## src/rtl/ahb_mtx_input_stage.sv

```systemverilog
// Per-master input stage of the AHB bus matrix: presents one master's address phase to the
// decoders and output stages, holds it while no output stage takes it, and returns the slave response.
//
// state      | meaning
// ADDR_LIVE  | nothing held; the master's live address/control is presented
// ADDR_HELD  | a blocked transfer is presented from the hold registers; master is stalled
module ahb_mtx_input_stage #(
    parameter int ADDR_WIDTH = 32,
    parameter int PROT_WIDTH = 4
) (
    input  logic                  HCLK,
    input  logic                  HRESETn,
    input  logic                  HSELS,
    input  logic [ADDR_WIDTH-1:0] HADDRS,
    input  logic [1:0]            HTRANSS,
    input  logic                  HWRITES,
    input  logic [2:0]            HSIZES,
    input  logic [2:0]            HBURSTS,
    input  logic [PROT_WIDTH-1:0] HPROTS,
    input  logic                  HMASTLOCKS,
    input  logic                  HREADYS,
    output logic                  HREADYOUTS,
    output logic                  HRESPS,
    output logic                  sel_in,
    output logic [ADDR_WIDTH-1:0] addr_in,
    output logic [1:0]            trans_in,
    output logic                  write_in,
    output logic [2:0]            size_in,
    output logic [2:0]            burst_in,
    output logic [PROT_WIDTH-1:0] prot_in,
    output logic                  master_lock_in,
    input  logic                  active_in,
    input  logic                  readyout_in,
    input  logic                  resp_in
);

    typedef enum logic {
        ADDR_LIVE = 1'b0,
        ADDR_HELD = 1'b1
    } addr_state_t;

    addr_state_t           addr_state;
    logic                  pend;
    logic                  dphase;
    logic                  valid_live;
    logic                  accept;

    logic [ADDR_WIDTH-1:0] hold_addr;
    logic [1:0]            hold_trans;
    logic                  hold_write;
    logic [2:0]            hold_size;
    logic [2:0]            hold_burst;
    logic [PROT_WIDTH-1:0] hold_prot;
    logic                  hold_lock;

    assign pend = (addr_state == ADDR_HELD);

    always_comb begin
        // IDLE and BUSY never reach the output stages
        valid_live = HSELS & HREADYS & HTRANSS[1];

        if (pend) begin
            sel_in         = 1'b1;
            addr_in        = hold_addr;
            trans_in       = hold_trans;
            write_in       = hold_write;
            size_in        = hold_size;
            burst_in       = hold_burst;
            prot_in        = hold_prot;
            master_lock_in = hold_lock;
        end else begin
            sel_in         = valid_live;
            addr_in        = HADDRS;
            trans_in       = HTRANSS;
            write_in       = HWRITES;
            size_in        = HSIZES;
            burst_in       = HBURSTS;
            prot_in        = HPROTS;
            master_lock_in = HMASTLOCKS;
        end

        accept     = active_in & readyout_in & sel_in;
        HREADYOUTS = pend ? 1'b0 : (dphase ? readyout_in : 1'b1);
        HRESPS     = dphase & resp_in;
    end

    always_ff @(posedge HCLK or negedge HRESETn) begin
        if (!HRESETn) begin
            addr_state <= ADDR_LIVE;
            dphase     <= 1'b0;
            hold_addr  <= '0;
            hold_trans <= '0;
            hold_write <= 1'b0;
            hold_size  <= '0;
            hold_burst <= '0;
            hold_prot  <= '0;
            hold_lock  <= 1'b0;
        end else begin
            // with HREADYS low and nothing held, the master's address phase is not live yet
            if (pend || HREADYS) begin
                addr_state <= (sel_in && !accept) ? ADDR_HELD : ADDR_LIVE;
            end

            if (!pend && valid_live) begin
                hold_addr  <= HADDRS;
                hold_trans <= HTRANSS;
                hold_write <= HWRITES;
                hold_size  <= HSIZES;
                hold_burst <= HBURSTS;
                hold_prot  <= HPROTS;
                hold_lock  <= HMASTLOCKS;
            end

            if (readyout_in) begin
                dphase <= active_in & sel_in;
            end
        end
    end

endmodule

```

## config.mk

```make
export PLATFORM = sky130hd
export DESIGN_NAME = ahb_mtx_input_stage
export DESIGN_NICKNAME = d
export VERILOG_FILES = /design/src/rtl/ahb_mtx_input_stage.sv
export SDC_FILE = /design/constraint.sdc
export NUM_CORES = 1
export LEC_CHECK = 0
export ABC_AREA = 1
export ABC_CLOCK_PERIOD_IN_PS = 1200
export CORE_MARGIN = 3
export CORE_UTILIZATION = 45
export CTS_BUF_LIST = sky130_fd_sc_hd__clkbuf_4
export DETAILED_ROUTE_END_ITERATION = 10
export PLACE_DENSITY = 0.82
export REMOVE_ABC_BUFFERS = 1
export SYNTH_ARGS = -nofsm -noshare
export SYNTH_HDL_FRONTEND = slang
export SYNTH_SLANG_ARGS = --single-unit
```

## constraint.sdc

```tcl
create_clock -name HCLK -period 1.2 [get_ports HCLK]
set_clock_uncertainty 0.1 [all_clocks]
set_input_delay 0.18 -clock HCLK [delete_from_list [all_inputs] [get_ports HCLK]]
set_output_delay 0.18 -clock HCLK [all_outputs]
set_load 0.005 [all_outputs]
```

==> results.json <==
{
  "finalSetupTns_ns": -50.56,
  "synth.yosys.seq_area_share": 0.4520,
  "detailed_placement_hpwl_mm": 5.240,
  "syn_area_um2": 2658,
  "combinational_family_with_the_most_area_after_synthesis": "simple AND/OR/NAND/NOR gates",
  "num_io_pins": 102,
  "standby_leakage_power_uw": 0.002690,
  "synth-compound-area-share": 0.006591,
  "grt_pass1_vias": 3418,
  "vias_per_cell": 5.956,
  "grt_use_total": 0.3146,
  "critical_path_class": "flip-flop to primary output",
  "worst_ir_drop_vdd_mv": 0.8548,
  "post_synth_num_cell_types": 16,
  "synth_xor_area_frac": 0,
  "share_of_layout_cells_above_drive_strength_1": 0.5744,
  "post-route-drc-count": 0,
  "pin_count_of_the_biggest_net_entering_global_routing": 49,
  "dp_cells": 563,
  "hp_class": "input port to asynchronous set/reset pin",
  "design_power_total_uw": 5991,
  "worst_pin_slew_ns": 0.2950,
  "syn-mean-instance-area_um2": 7.341,
  "layout.core_utilization": 0.9215,
  "nFillCells": 202,
  "cp_max_fo": 4,
  "power.density_cell_area_nw_per_um2": 1159,
  "failing_checks": "negative setup slack",
  "synth_top_flop_cell": "dfrtp_1",
  "timing.critical_path.required_ns": 0.92,
  "synthMostInstantiatedCell": "nand2_1",
  "period_minus_slack_ns": 1.907,
  "core.rowCount": 27,
  "synth_top_cell_by_area": "dfrtp_1",
  "synth_commonest_cells": "nand2_1 (233), dfrtp_1 (48), nand3_1 (26)",
  "initialDrtViolationCount": 307,
  "max_cap_violations": 0,
  "post_synth_mux_area_share": 0,
  "maxClockFrequency_ghz": 0.5243,
  "routed_wl_mm": 13.87,
  "async_reset_ff_frac": 1.000,
  "portBuffers": 101,
  "pre_cts_slack_ns": -0.5853,
  "post_synth_fa_ha_maj_area_fraction": 0,
  "ant_nets": 0,
  "drt-pass1-iter-count": 5,
  "worst_ep_arrival_time_ns": 1.63,
  "flow.area_growth_from_synthesis_pct": 94.44,
  "global_route_wire_length_before_repair_mm": 17.14,
  "worst_slew_margin_rel": 0.8033,
  "clock_tree.buffer_depth": 2,
  "dieArea_um2": 6864,
  "rsz0062_at_grt": "yes",
  "clock_root_buffer": "clkbuf_4",
  "chipWidth_um": 82.85,
  "drt-wirelength-per-cell_um": 23.24,
  "numCtsBuffers": 5,
  "htree_levels": 2,
  "final-hold-violation-count": 0,
  "simple_logic_cell_fraction_of_the_synthesized_area": 0.4619,
  "fp.dieH_um": 82.85,
  "final_min_period_over_clock_period": 1.590,
  "placeableCoreArea_um2": 5608,
  "critPathCaptureType": "primary output",
  "yosys_register_bits": 48,
  "synth.top_cells.by_area": "dfrtp_1 (45%), nand2_1 (33%), nand3_2 (7.5%)",
  "final_cell_count_no_fill": 597,
  "netlist.area_leader.share": 0.4520,
  "synth-edff-count": 0,
  "dr_total_vias": 3556,
  "run_status": "finished, violations left",
  "report.final.slew_viol_count": 0,
  "postLayoutSetupSlackWorst_ns": -0.7074,
  "ys_warn_count": 0,
  "clkSinkCount": 48,
  "grt_antenna_before_repair": 0,
  "clkTransAtPathRegs_ns": 0.15,
  "design.final.nets": 576,
  "cts_tree": "yes",
  "syn_inst": 362,
  "clock_latency_ns": 0.39,
  "floorplan.initialDensity": 0.4739,
  "worstSetupStartpointType": "flip-flop",
  "place_congestion": 0.7425,
  "grt-ovfl-total": 0,
  "setup-violations-final": 96
}
critical path, stage by stage, from the launching register on:
cell and delay [ns]:
dfrtp_2 0.50, buf_6 0.17, buf_6 0.12, nor2_4 0.10
o21bai_1 0.16, buf_2 0.17
path summary, 6_finish.rpt:
check,startpoint,end,slack (ns),cells past startpoint
worst max-delay path,addr_state$_DFFE_PN0P_,trans_in[1],-0.71,5
worst min-delay path,HRESETn,hold_addr[14]$_DFFE_PN0P_,0.20,3
worst max register to register,addr_state$_DFFE_PN0P_,hold_prot[3]$_DFFE_PN0P_,-0.56,8
worst min register to register,hold_addr[10]$_DFFE_PN0P_,hold_addr[10]$_DFFE_PN0P_,0.41,2
max in group asynchronous,HRESETn,hold_addr[10]$_DFFE_PN0P_,0.57,3
min in group HCLK,HADDRS[0],hold_addr[0]$_DFFE_PN0P_,0.29,3
routing by layer:
layer	wire, µm	GRT usage
met5	0	0
met4	1170	0.2065
met2	6801	0.5466
met3	1191	0.07341
met1	4711	0.3395
repair_timing:
action | in CTS | in global routing
hold buffers | 1 | 0
buffers inserted | 17 | 4
endpoints found under the hold margin | 48 | 0
setup endpoints to repair | 96 | 97
pin swaps | 25 | 29
cloned | 13 | 2
resized for setup | 293 | 176
state kept, by name, summed over array words and instances (netlist names):
register and cells:
hold_addr 32, hold_lock 1, hold_burst 3, hold_size 3
addr_state 1, hold_write 1, hold_prot 4, dphase 1
hold_trans 2
power by group:
| part | total (µW) | internal [µW] | switching (µW) | leakage (µW) |
|---|---|---|---|---|
| Sequential | 2450 | 1960 | 493 | 0.000597 |
| Combinational | 2700 | 1360 | 1340 | 0.00206 |
| Clock | 836 | 272 | 564 | 0.0000338 |
| Total | 5990 | 3590 | 2400 | 0.00269 |
area by class of cell:
| type | instances | area [µm²] | area share |
|---|---|---|---|
| Clock buffer | 7 | 52.55 | 0.01017 |
| Antenna cell | 1 | 2.502 | 0.0004843 |
| Tap cell | 72 | 90.09 | 0.01743 |
| Multi-Input combinational cell | 284 | 1951 | 0.3775 |
| Timing Repair Buffer | 177 | 1834 | 0.3550 |
| Sequential cell | 48 | 1202 | 0.2327 |
| Inverter | 7 | 31.28 | 0.006053 |
| Clock inverter | 1 | 3.754 | 0.0007264 |
layout by cell type, fill, tap and decap left out, drive strengths merged:
master / instances
nand2: 234
nand3: 46
o21bai: 1
buf: 123
clkinv: 2
diode: 1
nor2: 1
inv: 6
clkbuf: 9
dlygate4sd3: 1
clkdlybuf4s50: 51
dfrtp: 48
a21oi: 2
cell families after synthesis:
| logic type | count (synthesis) |
|---|---|
| buffers and inverters | 30 |
| AND/OR/NAND/NOR | 281 |
| flip-flops | 48 |
| AO/OA/AOI/OAI | 3 |
stage by stage:
| stage | area [µm²] | hold slack [ns] |
|---|---|---|
| 2_1_floorplan | 2472 | -0.2156 |
| 3_3_place_gp | 4039 | 0.08843 |
| 3_5_place_dp | 4039 | 0.08931 |
| 4_1_cts | 4673 | 0.2332 |
| 5_1_grt | 5165 | 0.1995 |
| 6_report | 5167 | 0.1960 |
(Power assumes the default switching activity.)
